==> src/rtl/seq_pkg.sv <==
// Shared types for the serializer / sequence-detector slice.
// SER_PARITY_EN adds the PARITY state to the serializer FSM.
package seq_pkg;

    localparam int SER_WIDTH = 8;

`ifdef SER_PARITY_EN
    typedef enum logic [1:0] {
        IDLE,
        SHIFT,
        PARITY
    } ser_state_t;
`else
    typedef enum logic [1:0] {
        IDLE,
        SHIFT
    } ser_state_t;
`endif

endpackage

==> src/rtl/bit_serializer.sv <==
// Parallel-to-serial converter feeding the sequence detector x input.
// Define SER_PARITY_EN to append an even-parity bit after each word.
module bit_serializer
    import seq_pkg::*;
#(
    parameter int WIDTH     = SER_WIDTH,
    parameter bit MSB_FIRST = 1'b1
) (
    input  logic             clk,
    input  logic             reset_n,
    input  logic [WIDTH-1:0] din,
    input  logic             din_valid,
    output logic             din_ready,
    output logic             x,
    output logic             x_valid,
    output logic             busy
);

    localparam int CW = $clog2(WIDTH);
    localparam logic [CW-1:0] LAST = CW'(WIDTH - 1);

    ser_state_t       state;
    logic [WIDTH-1:0] sreg;
    logic [CW-1:0]    cnt;
    logic             last_bit;
    logic             load;
`ifdef SER_PARITY_EN
    logic             par;
`endif

    function automatic logic head(input logic [WIDTH-1:0] w);
        return MSB_FIRST ? w[WIDTH-1] : w[0];
    endfunction

    function automatic logic [WIDTH-1:0] adv(input logic [WIDTH-1:0] w);
        return MSB_FIRST ? (w << 1) : (w >> 1);
    endfunction

    assign last_bit = (state == SHIFT) && (cnt == LAST);
    assign load     = din_valid && din_ready;

    // Ready in IDLE and in the final output cycle of a word.
    always_comb begin
`ifdef SER_PARITY_EN
        din_ready = (state == IDLE) || (state == PARITY);
`else
        din_ready = (state == IDLE) || last_bit;
`endif
    end

    // FSM, shift register, bit counter and registered outputs.
    always_ff @(posedge clk or negedge reset_n) begin
        if (!reset_n) begin
            state   <= IDLE;
            sreg    <= '0;
            cnt     <= '0;
            x       <= 1'b0;
            x_valid <= 1'b0;
            busy    <= 1'b0;
`ifdef SER_PARITY_EN
            par     <= 1'b0;
`endif
        end else if (load) begin
            state   <= SHIFT;
            sreg    <= adv(din);
            cnt     <= '0;
            x       <= head(din);
            x_valid <= 1'b1;
            busy    <= 1'b1;
`ifdef SER_PARITY_EN
            par     <= ^din;
`endif
        end else begin
            case (state)
                SHIFT: begin
                    if (!last_bit) begin
                        cnt  <= cnt + 1'b1;
                        x    <= head(sreg);
                        sreg <= adv(sreg);
                    end else begin
`ifdef SER_PARITY_EN
                        state <= PARITY;
                        x     <= par;
`else
                        state   <= IDLE;
                        cnt     <= '0;
                        x       <= 1'b0;
                        x_valid <= 1'b0;
                        busy    <= 1'b0;
`endif
                    end
                end
                default: begin
                    state   <= IDLE;
                    cnt     <= '0;
                    x       <= 1'b0;
                    x_valid <= 1'b0;
                    busy    <= 1'b0;
                end
            endcase
        end
    end

endmodule

==> config.mk <==
export PLATFORM = sky130hd
export DESIGN_NAME = bit_serializer
export DESIGN_NICKNAME = d
export VERILOG_FILES = /design/src/rtl/seq_pkg.sv /design/src/rtl/bit_serializer.sv
export SDC_FILE = /design/constraint.sdc
export NUM_CORES = 1
export LEC_CHECK = 0
export CAP_MARGIN = 0
export CORE_UTILIZATION = 35
export DETAILED_ROUTE_END_ITERATION = 6
export PLACE_DENSITY_LB_ADDON = 0.3
export SYNTH_ARGS = -nofsm -noshare
export SYNTH_HDL_FRONTEND = slang
export SYNTH_SLANG_ARGS = --single-unit
==> constraint.sdc <==
create_clock -name clk -period 1.8 [get_ports clk]
set_input_delay 0.54 -clock clk [delete_from_list [all_inputs] [get_ports clk]]
set_output_delay 0.54 -clock clk [all_outputs]
set_load 0.01 [all_outputs]
# Yosys cells after proc, flatten, opt, wreduce, memory -nomap -nowiden
# Index checks and enable logic that the tools add are counted.
op_classes:
  n_reduce_logical: 6
  eq_ne: 4
  add_sub_neg: 1
  n_mux: 15
ops:
  columns: ["cell", "n"]
  rows:
  - ["8-bit two-way mux", 3]
  - ["3-bit two-way mux", 3]
  - ["1-bit two-way mux", 6]
  - ["2-bit two-way mux", 3]
  - ["3-bit by 1-bit adder with 3-bit output, second input constant", 1]
  - ["3-bit equality test, second input constant", 1]
  - ["3-bit != test, second input constant", 1]
  - ["2-bit by 1-bit equality test with 1-bit output, second input constant", 1]
  - ["1-bit logical AND", 2]
  - ["2-bit logical NOT", 1]
  - ["2-bit by 1-bit != test with 1-bit output, second input constant", 1]
  - ["2-bit AND reduction", 1]
  - ["2-bit nonzero test", 1]
  - ["1-bit logical OR", 1]
totals:
  inputBits: 11
  output_inout_bits: 4
  elab_cells: 31
  reg_bits: 15

# Longest topological paths before layout
# Gate-level depths: netlist of run 1.
depth:
  depth_word: 6
  depth_mapped: 5
  mapped_depth_nobuf: 4

# Least setup slack after synthesis of run 1
# OpenSTA, ideal clock, no wires.
synth_path:
  kind: "reg2out"
  from: "reg cnt[0]"
  to: "out din_ready"
  path_slack_ns: 0.199
  required_time_ns: 1.260
  path_buffers: 1
  stages_incl_launch_ff: 5
  t_arrival_ns: 1.061
  cell_sequence: "dfrtp_1 > ha_1 > ha_1 > nand2b_4 > buf_4"
synth_via:
  elab_chain_len: 3
synth_rtl:
  columns: ["element", "line", "text"]
  rows:
  - ["start: declaration", "bit_serializer.sv:24", "logic [CW-1:0] cnt;"]
  - ["start signal: assignment", "bit_serializer.sv:77", "cnt <= cnt + 1'b1;"]
  - ["3-bit equality test", "bit_serializer.sv:39", "assign last_bit = (state == SHIFT) && (cnt == LAST);"]
  - ["1-bit logical AND", "bit_serializer.sv:39", null]
  - ["1-bit logical OR", "bit_serializer.sv:47", "din_ready = (state == IDLE) || last_bit;"]
  - ["end: declaration", "bit_serializer.sv:13", "output logic din_ready,"]
# Every way passes these cells.

# Worst setup path after layout of run 1
# Ends and elaborated chain as after synthesis.

==> impl_metrics.csv, run 1 <==
group,metric,value,unit
critical_path,crit_path_end_kind,"output port",
synth,syn-cell-area,609.3,µm²
drt,wirelength,1011,µm
floorplanning,core_area,0.001559,mm²
sta,period_minus_slack,1.795,ns
critical_path,cp_data_arrival_time,1.26,ns
synth,synth_top_area_share,0.4928,
sta,rsz0062_at_grt,"yes",
synth,ys_warn_count,0,
flow_run,max-cap-violations,0,
hold_path,hold_path_class,"register to register",
cts,cts_tree,"done",
pwr,comb_power_share,0.441,
global_route,grt_usage,0.1319,
layout,nNetsFinal,75,
place,numPortBuffers,14,
global_route,gr-total-overflow,0,
drt,firstDrtPassIters,2,
global_route,grt_max_degree,13,
layout,fin_util,0.5353,
sta,finalMaxSlewViolations,0,
sta,worst_slew_pin_slew,0.5732,ns
drt,drc,0,
cts,cts.clk_slew.worst_paths,0.08,ns
layout,final_area,834.6,µm²
cts,htreeDepth,1,
layout,final_cell_mix,"clkdlybuf4s50_1 (13), mux2_4 (12), dfrtp_1 (11)",
floorplanning,initial_core_util,0.3909,
place,globalplace.congestion,0.6741,
floorplanning,io_pins,15,
place,dp_slack,-0.1101,ns
critical_path,crit_path_max_incr_delay,0.39,ns
synth,ys_ff_latch,12,
layout,layout_commonest_cell,"clkdlybuf4s50_1",
synth,synthTopCellsByArea,"dfrtp_1 (49%), mux2_4 (30%), ha_1 (4.1%)",
floorplanning,die-height,43.73,µm
drt,vias,366,
pwr,swShare,0.2881,
critical_path,crit_fanout,2,
cts,clkLatencyLatePin,0.27,ns
global_route,grt_pass1_vias,386,
critical_path,critPathTopFamily,"flip-flops",
cts,root_buffer,"clkbuf_4",
pwr,p_seq_frac,0.372,
pwr,power,1.158,mW
synth,synth_seq_area_share,0.4928,
floorplanning,dieArea,0.001912,mm²
drt,drtIter0Drc,3,
synth,ys_types,14,
cts,clock_sinks,12,
cts,clk_path_buf_depth,2,
layout,seq_area,301.5,µm²
sta,fmax,557.1,MHz
global_route,grt_pass1_wl,1794,µm
layout,multi_input_area,290.3,µm²
pwr,p_clk_frac,0.187,
floorplanning,dieWidth,43.73,µm
floorplanning,rows,14,
layout,syn_to_final_growth,36.96,%
synth,synth_largest_area_cell,"dfrtp_1",
critical_path,cp.buffers_inverters,1,
sta,relSlewSlack,0.6167,
place,dpl_cell_area,765.7,µm²
synth,postSynthCellCount,41,
sta,setup_ws,0.004962,ns
pwr,p_sw,333.5,µW
pwr,pwr_density_cell,1387,mW/mm²
global_route,antenna_found_initial,0,
sta,fin_crit_sh,0.9972,
layout,nFillCells,126,
pwr,vdd_ir_drop_max,0.8497,mV
pwr,internal_power,824.2,µW
place,dp_hpwl,745.2,µm
sta,setup_violations,0,
cts,cts_buffers,3,
drt,vias_per_cell,4.753,
drt,wl_per_cell,13.13,µm
critical_path,criticalPathCategory,"register to output port",
layout,num_antenna_cells,0,
critical_path,critPathSlowestCell,"dfrtp_1",
critical_path,path_cells,"ha_2 > ha_4 > nand2b_4 > buf_6",
layout,layout-drive-gt1-share,0.4590,
synth,syn_area_per_cell,14.86,µm²
drt,ant_nets,0,
critical_path,cp-start-kind,"register",
sta,clock-skew-final,0.006395,ns
pwr,leakagePower,0.3972,nW
sta,whs,0.5161,ns
sta,hold_viol,0,
synth,synthesis.nets,54,
outcome,outcome,"finished, final reports clean",
critical_path,required,1.26,ns
## cells by family after synthesis
family	after synthesis	share of synthesized area
buffers and inverters	5	0.05544
and+or+nand+nor	7	0.07188
muxes	14	0.3306
DFF	12	0.4928
adders and majority gates	2	0.04106
AOI/OAI and AO/OA	1	0.008206
## registers in the layout, summed over array words and instances, names as in the netlist
signal  count
cnt         3
sreg        7
state       1
x           1
## synth_stat cells
cell type,count
mux2i_1,1
mux2_2,1
ha_1,2
buf_4,2
inv_1,2
and2_1,1
nand2b_4,1
buf_6,1
nand2b_2,1
mux2_4,12
a21oi_1,1
nand2_1,2
nor2_1,2
dfrtp_1,12
## through the flow
stage,cells,TNS (ns)
after global routing,77,-0.02325
final,77,0
after global placement,71,-0.4646
after detailed placement,71,-0.4802
after floorplan,41,0
after CTS,76,0
## metal layers
metal	part of all wire	routed length [µm]	vias up	track usage
li1	-	-	175	-
met1	0.51	511	180	0.1813
met2	0.44	440	9	0.1970
met3	0.051	52	2	0.03333
met4	0.0069	7	0	0.05625
met5	0	0	-	0
## worst paths after layout
path | from | end | slack, ns | cells after the start
worst max-delay path | cnt[0] | din_ready | 0.005 | 4
worst max register to register | cnt[0] | sreg[2] | 0.32 | 5
worst min register to register | sreg[4] | sreg[5] | 0.52 | 1
worst min-delay path | sreg[4] | sreg[5] | 0.52 | 1
min in group asynchronous | reset_n | sreg[3] | 0.63 | 1
max in group asynchronous | reset_n | state[0] | 0.76 | 1
## power groups by stage
| stage | registers [mW] | clock network, mW | logic [mW] |
|---|---|---|---|
| 2_1_floorplan | 0.424 | 0 | 0.339 |
| 3_3_place_gp | 0.434 | 0 | 0.459 |
| 3_5_place_dp | 0.435 | 0 | 0.462 |
| 4_1_cts | 0.438 | 0.216 | 0.504 |
| 5_1_grt | 0.442 | 0.228 | 0.567 |
| 6_report | 0.431 | 0.216 | 0.511 |
## cell type report
| class | count | share of cell area |
|---|---|---|
| multi-input combinational | 24 | 0.3478 |
| inverter | 2 | 0.008996 |
| clock buffer | 4 | 0.04348 |
| timing repair buffer | 19 | 0.2144 |
| tap | 16 | 0.02399 |
| sequential | 12 | 0.3613 |
## repair_timing
| action | in CTS | in global routing |
|---|---|---|
| pin swaps | 1 | 0 |
| hold buffers | 0 | 0 |
| cloned | 0 | 0 |
| gates resized for setup | 9 | 0 |
| setup endpoints to repair | 3 | 3 |
| setup buffers | 1 | 1 |
No activity file was read; power rests on OpenSTA's default activity.
==> run 2, diff against run 1 <==
--- a/config.mk
+++ b/config.mk
@@ -9,6 +9,7 @@
 export CORE_UTILIZATION = 35
 export DETAILED_ROUTE_END_ITERATION = 6
 export PLACE_DENSITY_LB_ADDON = 0.3
+export RECOVER_POWER = 100
 export SYNTH_ARGS = -nofsm -noshare
 export SYNTH_HDL_FRONTEND = slang
 export SYNTH_SLANG_ARGS = --single-unit
==> impl_metrics.csv, run 2 (synthesis gave the netlist of run 1 again) <==
group,metric,value,unit
critical_path,criticalPathCategory,"register to output port",
critical_path,r2r_start,"cnt[0]",
hold_path,whs_path_depth,1,
floorplanning,die-height,43.73,µm
drt,vias_per_cell,4.753,
global_route,grt_max_degree,13,
floorplanning,dieWidth,43.73,µm
cts,cts_tree,"done",
layout,syn_to_final_growth,36.96,%
place,numPortBuffers,14,
cts,htreeDepth,1,
floorplanning,core_area,0.001559,mm²
critical_path,critPathTopFamily,"flip-flops",
hold_path,hold_start,"sreg[4]",
cts,clk_path_buf_depth,2,
global_route,antenna_found_initial,0,
critical_path,crit_path_max_incr_delay,0.39,ns
cts,cts.clk_slew.worst_paths,0.08,ns
critical_path,r2r-end,"sreg[2]",
layout,nNetsFinal,75,
critical_path,rr_worst_depth,5,
sta,fmax,557.1,MHz
drt,ant_nets,0,
pwr,pwr_density_cell,1387,mW/mm²
sta,worst_slew_pin_slew,0.5788,ns
cts,hold_buffers,0,
flow_run,max-cap-violations,0,
place,dp_slack,-0.1101,ns
critical_path,required,1.26,ns
critical_path,critPathSlowestCell,"dfrtp_1",
layout,num_antenna_cells,0,
critical_path,path_cells,"ha_2 > ha_4 > nand2b_4 > buf_6",
outcome,outcome,"finished, final reports clean",
hold_path,holdPathEnd,"sreg[5]",
sta,setup_ws,0.004962,ns
drt,drc,0,
drt,drtIter0Drc,3,
critical_path,crit_fanout,2,
sta,fin_crit_sh,0.9972,
global_route,grt_pass1_vias,386,
layout,largestRegisters,"sreg (7), cnt (3)",
layout,largest_register_ffs,7,
layout,fin_cells,77,
hold_path,hold_path_class,"register to register",
sta,hold_viol,0,
layout,nFillCells,126,
global_route,gr-total-overflow,0,
layout,layout-drive-gt1-share,0.4590,
layout,multi_input_area,290.3,µm²
drt,wl_per_cell,13.13,µm
critical_path,cp_data_arrival_time,1.26,ns
global_route,grt_pass1_wl,1794,µm
sta,rsz0062_at_grt,"yes",
sta,finalMaxSlewViolations,0,
drt,vias,366,
drt,firstDrtPassIters,2,
layout,final_cell_mix,"mux2_4 (12), clkdlybuf4s50_1 (12), dfrtp_1 (11)",
sta,setup_violations,0,
layout,seq_area,301.5,µm²
layout,regMostFlops,"sreg",
place,placed_cells,71,
place,globalplace.congestion,0.6741,
critical_path,r2r_slack,0.32,ns
floorplanning,initial_core_util,0.3909,
global_route,grt_usage,0.1319,
sta,clock-skew-final,0.006395,ns
sta,relSlewSlack,0.6129,
critical_path,cp-start-kind,"register",
pwr,vdd_ir_drop_max,0.8496,mV
floorplanning,io_pins,15,
cts,clock_sinks,12,
cts,clkLatencyLatePin,0.27,ns
cts,cts_buffers,3,
cts,root_buffer,"clkbuf_4",
critical_path,cp.buffers_inverters,1,
critical_path,crit_path_end_kind,"output port",
floorplanning,rows,14,
floorplanning,dieArea,0.001912,mm²
pwr,leakagePower,0.3975,nW
sta,period_minus_slack,1.795,ns
drt,wirelength,1011,µm
place,dp_hpwl,745.2,µm
-- run 2: changes by cell type in the layout (fill, tap and decap cells not counted), sizes merged --
| cell | before | now |
|---|---|---|
| clkdlybuf4s50 | 13 | 12 |
| dlygate4sd3 | 0 | 1 |
-- run 2: metrics by stage --
| step | power (mW) | setup TNS (ns) | hold slack, ns | util | cell area, µm² |
|---|---|---|---|---|---|
| 4_1_cts | 1.158 | 0 | 0.5144 | 0.5305 | 827.0 |
| 2_1_floorplan | 0.7636 | 0 | 0.2444 | - | 609.3 |
| 3_5_place_dp | 0.8965 | -0.4802 | 0.4566 | 0.4912 | 765.7 |
| 3_3_place_gp | 0.8927 | -0.4646 | 0.4178 | 0.4912 | 765.7 |
| 6_report | 1.157 | 0 | 0.5161 | 0.5353 | 834.6 |
| 5_1_grt | 1.236 | -0.02325 | 0.5444 | 0.5353 | 834.6 |
-- run 2: report_power, final --
part	switching, mW	internal, mW	leakage (nW)
registers	0.0569	0.374	0.152
clock network	0.0934	0.123	0.0210
logic	0.183	0.327	0.224
-- run 2: worst max-delay path by stage --
stage | end | startpoint | slack (ns) | cells past startpoint
finish | din_ready | cnt[0] | 0.005 | 4
CTS | din_ready | cnt[0] | 0.003 | 4
global route | din_ready | cnt[0] | -0.02 | 4
detailed placement | din_ready | cnt[0] | -0.11 | 4
global placement | din_ready | cnt[0] | -0.09 | 4
floorplan | din_ready | cnt[0] | 0.20 | 4
-- run 2: final cells by class --
type	count	area share
multi-input combinational	24	0.3478
timing repair buffer	19	0.2144
sequential	12	0.3613
tap	16	0.02399
inverter	2	0.008996
clock buffer	4	0.04348
-- run 2: worst reg2reg max path, cell delays in order, from the launching register on --
cell and delay (ns):
dfrtp_1 0.39, ha_2 0.19, ha_4 0.16, nand2b_4 0.13
buf_4 0.19, mux2_4 0.30
-- run 2: what timing repair did --
action                     in CTS  in global routing
pin swaps                       1                  0
resized for setup               9                  0
buffers inserted                1                  1
setup endpoints to repair       3                  3
-- run 2: per-layer routing --
metal / vias to the layer above / GRT usage / wire [µm]
li1: 175 / - / -
met1: 180 / 0.1813 / 511
met2: 9 / 0.1970 / 440
met3: 2 / 0.03333 / 52
met4: 0 / 0.05625 / 7
met5: - / 0 / 0
